## config.mk

```make
export PLATFORM = sky130hd
export DESIGN_NAME = if_fetch_stage
export DESIGN_NICKNAME = d
export VERILOG_FILES = /design/src/rtl/if_fetch_stage.sv
export SDC_FILE = /design/constraint.sdc
export NUM_CORES = 1
export LEC_CHECK = 0
export ABC_AREA = 1
export CAP_MARGIN = 10
export CORE_MARGIN = 2
export CORE_UTILIZATION = 44
export DETAILED_ROUTE_END_ITERATION = 10
export PLACE_DENSITY = 0.9
export SETUP_SLACK_MARGIN = 0.2
export SYNTH_ARGS = -nofsm -noshare
export SYNTH_HDL_FRONTEND = slang
export SYNTH_SLANG_ARGS = --single-unit
export TNS_END_PERCENT = 50
```

## constraint.sdc

```tcl
create_clock -name clk -period 1.7 [get_ports clk]
set_input_delay 0.34 -clock clk [delete_from_list [all_inputs] [get_ports clk]]
set_output_delay 0.34 -clock clk [all_outputs]
set_load 0.01 [all_outputs]
```

## src/rtl/if_fetch_stage.sv

```systemverilog
// Instruction-fetch stage of a 5-stage MIPS pipeline.
// Holds the PC, selects the next PC (redirect / hold / sequential), drives the
// instruction-memory address and owns the IF/ID pipeline register. Hazard-unit
// controls stall or squash fetch; redirects resolved in ID load a new PC.
// Two saturating counters record how often IF/ID was held or flushed.
module if_fetch_stage #(
    parameter logic [31:0] RESET_PC = 32'h0000_0000,
    parameter int          CNT_W    = 16
) (
    input  logic             clk,
    input  logic             reset,
    input  logic             pc_disable_i,
    input  logic             ifid_disable_i,
    input  logic             flush_i,
    input  logic             branch_taken_i,
    input  logic [31:0]      branch_target_i,
    input  logic             jmp_i,
    input  logic [31:0]      jmp_target_i,
    input  logic             topc_i,
    input  logic [31:0]      topc_target_i,
    output logic [31:0]      imem_addr_o,
    input  logic [31:0]      imem_data_i,
    output logic [31:0]      instr_IFID_o,
    output logic [31:0]      pc_plus4_IFID_o,
    output logic             valid_IFID_o,
    output logic [CNT_W-1:0] stall_cnt_o,
    output logic [CNT_W-1:0] flush_cnt_o
);

    // Architectural state
    logic [31:0]      r_pc;
    logic [31:0]      r_instr;
    logic [31:0]      r_pc_plus4;
    logic             r_valid;
    logic [CNT_W-1:0] r_stall_cnt;
    logic [CNT_W-1:0] r_flush_cnt;

    // Next-state / helper nets
    logic             w_redirect;
    logic [31:0]      w_target;
    logic [31:0]      w_pc_plus4;
    logic [31:0]      w_pc_next;
    logic             w_stall_evt;
    logic             w_stall_sat;
    logic             w_flush_sat;

    // Any resolved control transfer from ID redirects fetch.
    assign w_redirect  = topc_i | jmp_i | branch_taken_i;

    // Sequential successor; 32-bit add wraps 32'hFFFF_FFFC to 0 naturally.
    assign w_pc_plus4  = r_pc + 32'd4;

    // IF/ID hold only counts when it is not overridden by a flush.
    assign w_stall_evt = ifid_disable_i & ~flush_i;
    assign w_stall_sat = &r_stall_cnt;
    assign w_flush_sat = &r_flush_cnt;

    // Redirect target select: jr beats jump beats branch; targets are word aligned.
    always_comb begin
        w_target = branch_target_i;
        if (topc_i) begin
            w_target = topc_target_i;
        end else if (jmp_i) begin
            w_target = jmp_target_i;
        end
        w_target[1:0] = 2'b00;
    end

    // Next PC: a redirect overrides a PC hold, otherwise hold or advance.
    always_comb begin
        w_pc_next = w_pc_plus4;
        if (w_redirect) begin
            w_pc_next = w_target;
        end else if (pc_disable_i) begin
            w_pc_next = r_pc;
        end
    end

    // PC register.
    always_ff @(posedge clk) begin
        if (reset) begin
            r_pc <= RESET_PC;
        end else begin
            r_pc <= w_pc_next;
        end
    end

    // IF/ID register: flush inserts a bubble, hold re-presents the same word.
    always_ff @(posedge clk) begin
        if (reset) begin
            r_instr    <= 32'd0;
            r_pc_plus4 <= 32'd0;
            r_valid    <= 1'b0;
        end else if (flush_i) begin
            r_instr    <= 32'd0;
            r_pc_plus4 <= 32'd0;
            r_valid    <= 1'b0;
        end else if (!ifid_disable_i) begin
            r_instr    <= imem_data_i;
            r_pc_plus4 <= w_pc_plus4;
            r_valid    <= 1'b1;
        end
    end

    // Saturating debug counters for hold and flush cycles.
    always_ff @(posedge clk) begin
        if (reset) begin
            r_stall_cnt <= '0;
            r_flush_cnt <= '0;
        end else begin
            if (w_stall_evt && !w_stall_sat) begin
                r_stall_cnt <= r_stall_cnt + 1'b1;
            end
            if (flush_i && !w_flush_sat) begin
                r_flush_cnt <= r_flush_cnt + 1'b1;
            end
        end
    end

    // The memory address comes straight from the PC register, never from redirect inputs.
    assign imem_addr_o     = r_pc;
    assign instr_IFID_o    = r_instr;
    assign pc_plus4_IFID_o = r_pc_plus4;
    assign valid_IFID_o    = r_valid;
    assign stall_cnt_o     = r_stall_cnt;
    assign flush_cnt_o     = r_flush_cnt;

endmodule

```

==> impl_metrics.csv <==
group,metric,value,unit
critical_path,crit_path_max_incr_delay,0.38,ns
sta,slew-limit-headroom,0.634,
critical_path,ff2ff_path_depth,9,
critical_path,required,2.03,ns
placed_design,hpwl,17.3,mm
global_route,grt_antenna_before_repair,0,
layout,nets,1481,
synth,synth_cell_types,36,
routing,first_pass_iters,5,
layout,register_area,2590,um^2
critical_path,crit_family,"simple AND/OR/NAND/NOR gates",
clock_network,ctsHoldBuffers,0,
critical_path,worstReg2RegEnd,"stall_cnt_o[3]$_SDFFE_PP0P_",
clock_network,clock_path_buffers,2,
layout,drive_above_1_share,0.213,
sta,period_share,0.934,
sta,period_minus_slack,1.59,ns
clock_network,cts_tree,"built",
sta,slew_viol_final,0,
power_and_ir_drop,power.leakage,5.05,nW
critical_path,worstPathMaxFanout,5,
synth,synth_edf_count,0,
power_and_ir_drop,power_density,758,nW/um^2
synth,syn_avg_cell_area,6.48,um^2
sta,finClkSkew,0.0150,ns
global_route,grt_pass1_wl,37.4,mm
clock_network,htreeDepth,4,
die,fp.dieH,128,um
synth,synth.top_cell.area_share,0.372,
layout,fin_util,0.736,
critical_path,arrival,1.92,ns
critical_path,path_class,"register to register",
sta,setup_tns,0,ns
clock_network,clk_pin_slew_worst_paths,0.06,ns
critical_path,cp-start-kind,"register",
sta,worst_pin_slew,0.550,ns
min_path,hold_end,"pc_plus4_IFID_o[3]$_SDFFE_PP0N_",
critical_path,r2r_start,"stall_cnt_o[0]$_SDFFE_PP0P_",
min_path,hp-class,"input port to register",
synth,synth_ff_type,"dfxtp_1",
synth,ys_seq_area_frac,0.372,
layout,multi_input_area,4150,um^2
run_status,status,"completed",
synth,yosys-top-cells-count,"nand2_1 (288), dfxtp_1 (125), nor2_1 (121), a21oi_1 (120), o21ai_0 (81)",
placed_design,place.gp.congestion,1.03,
layout,fin_cells,1542,
global_route,track_usage,0.290,
routing,avgViaCountPerCell,5.36,
layout,num-fill-cells,1184,
die,ios,265,
synth,synth_warnings,0,
sta,timing.hold.ws,0.442,ns
global_route,grt_start_max_net_pins,55,
synth,synth.most_common_cell,"nand2_1",
critical_path,cp_slowest_cell,"dfxtp_4",
sta,hold_viol,0,
routing,wl,25.9,mm
critical_path,crit_path_cell_trace,"ha_4, nand2_4, nor2_4, and2_4, nand3_4, nand2_8, buf_6, nand2_1, a21oi_1",
die,die_w,128,um
sta,rsz0062_at_grt,"yes",
routing,wl_per_cell,16.8,um
critical_path,ff2ff_setup_slack,0.11,ns
layout,diodes,0,
sta,setup_violations,0,
critical_path,cp_num_buf_inv,1,
routing,drc_errors,0,
routing,vias,8269,
placed_design,io_buffers,254,
sta,max_freq,0.630,GHz
die,rows,45,
power_and_ir_drop,power,8.38,mW
critical_path,crit_path_end_kind,"register",
power_and_ir_drop,peakVddDrop,0.714,mV
clock_network,numCtsBuffers,17,
synth,synth_seq_cells,125,
global_route,global_route.overflow_total,0,
min_path,hold_path_depth,5,
layout,syn_to_final_growth,64.6,%
synth,syn_area,6720,um^2
die,die_area,16300,um^2
global_route,grt_pass1_vias,7821,
placed_design,dpl.cell_count,1488,
die,coreArea,15000,um^2
flow_run,max_cap_viol_count,0,
synth,ys_top_cells_by_area,"dfxtp_1 (37%), nand2_1 (16%), a21oi_1 (8.9%)",
clock_network,clk_latency,0.43,ns
synth,synthCells,1037,
die,initial_utilization,0.447,
routing,final_antenna_net_count,0,
synth,yosys.area.top_type,"dfxtp_1",
clock_network,root_buffer,"clkbuf_16",
routing,drt_iter0_markers,579,
clock_network,cts.sinks,125,
min_path,hold_start,"ifid_disable_i",
synth,synth-async-reset-ratio,0,
## placed cells by master (no fill, tap or decap), types with 7 or more instances in the layout
master,netlist,final
nor2_2,5,12
nand3_2,1,7
buf_4,4,66
a21oi_2,1,10
o211ai_1,14,14
nand3_1,49,41
clkbuf_16,0,17
dlygate4sd2_1,0,111
o21ai_1,3,9
nand2_1,288,265
dfxtp_2,0,43
o21ai_0,81,70
inv_1,80,77
nor3_2,1,7
clkdlybuf4s15_2,0,8
clkdlybuf4s50_1,0,128
a21oi_1,120,111
dfxtp_4,0,9
dfxtp_1,125,73
nand2_4,1,12
nor2_1,121,105
xnor2_1,12,8
xor2_1,22,16
nand2_2,6,17
nor2_4,5,14
buf_6,1,10
## report_power, final
part	switching (mW)	internal, mW	leakage [nW]
Combinational	0.736	0.751	3.71
Clock	1.39	2.30	0.293
Sequential	0.146	3.07	1.04
## worst max-delay path by stage
stage | from | end | slack, ns | cells past startpoint
final | stall_cnt_o[0]$_SDFFE_PP0P_ | stall_cnt_o[3]$_SDFFE_PP0P_ | 0.11 | 9
after global routing | imem_addr_o[2]$_SDFFE_PP0P_ | imem_addr_o[28]$_SDFFE_PP0P_ | 0.03 | 10
after CTS | imem_addr_o[2]$_SDFFE_PP0P_ | imem_addr_o[16]$_SDFFE_PP0P_ | 0.14 | 8
after detailed placement | flush_i | pc_plus4_IFID_o[14]$_SDFFE_PP0N_ | -0.18 | 7
after global placement | flush_i | pc_plus4_IFID_o[17]$_SDFFE_PP0N_ | -0.12 | 7
after floorplan | stall_cnt_o[1]$_SDFFE_PP0P_ | stall_cnt_o[14]$_SDFFE_PP0P_ | 0.21 | 10
## logic make-up after synthesis
kind of cell,count (synthesis),synth area share
simple gates,506,0.314
compound gates,228,0.178
buf+inv,140,0.0849
flops,125,0.372
xor+xnor,34,0.0443
fa+ha+maj,3,0.00559
other cells,1,0.000558
## layout make-up
| type | count | share of cell area |
|---|---|---|
| Inverter | 85 | 0.0295 |
| Timing Repair Buffer | 338 | 0.286 |
| Multi-Input combinational cell | 775 | 0.375 |
| Tap cell | 188 | 0.0213 |
| Clock inverter | 14 | 0.0154 |
| Clock buffer | 17 | 0.0385 |
| Sequential cell | 125 | 0.234 |
## metal layers
layer	vias up	share of wire	GRT usage
li1	3947	-	-
met4	0	0.057	0.167
met5	-	0	0
met2	427	0.50	0.516
met3	123	0.078	0.0653
met1	3772	0.36	0.317
## worst reg2reg max path, cell delays in order, from the launching register on
cell,delay [ns]
dfxtp_4,0.38
ha_4,0.18
nand2_4,0.07
nor2_4,0.14
and2_4,0.18
nand3_4,0.09
nand2_8,0.12
buf_6,0.13
nand2_1,0.06
a21oi_1,0.16
## through the flow
step	instance area, um^2	worst slack, ns
global placement	9800	-0.122
global route	11100	0.0307
floorplan	6760	0.207
finish	11100	0.112
CTS	10500	0.144
detailed placement	9800	-0.183
## flip-flops by register name, summed over array words and instances, names as in the netlist
| name | count |
|---|---|
| flush_cnt_o | 16 |
| imem_addr_o | 30 |
| instr_IFID_o | 32 |
| pc_plus4_IFID_o | 30 |
| stall_cnt_o | 16 |
| valid_IFID_o | 1 |
## repair_timing
item / 4_1_cts / 5_1_grt
hold endpoints to repair: 0 / 0
cloned: 1 / 1
gates resized for setup: 243 / 102
pin swaps: 20 / 40
buffers inserted: 2 / 19
setup endpoints to repair: 191 / 95
Note: power is estimated with default switching activity, not from simulation.
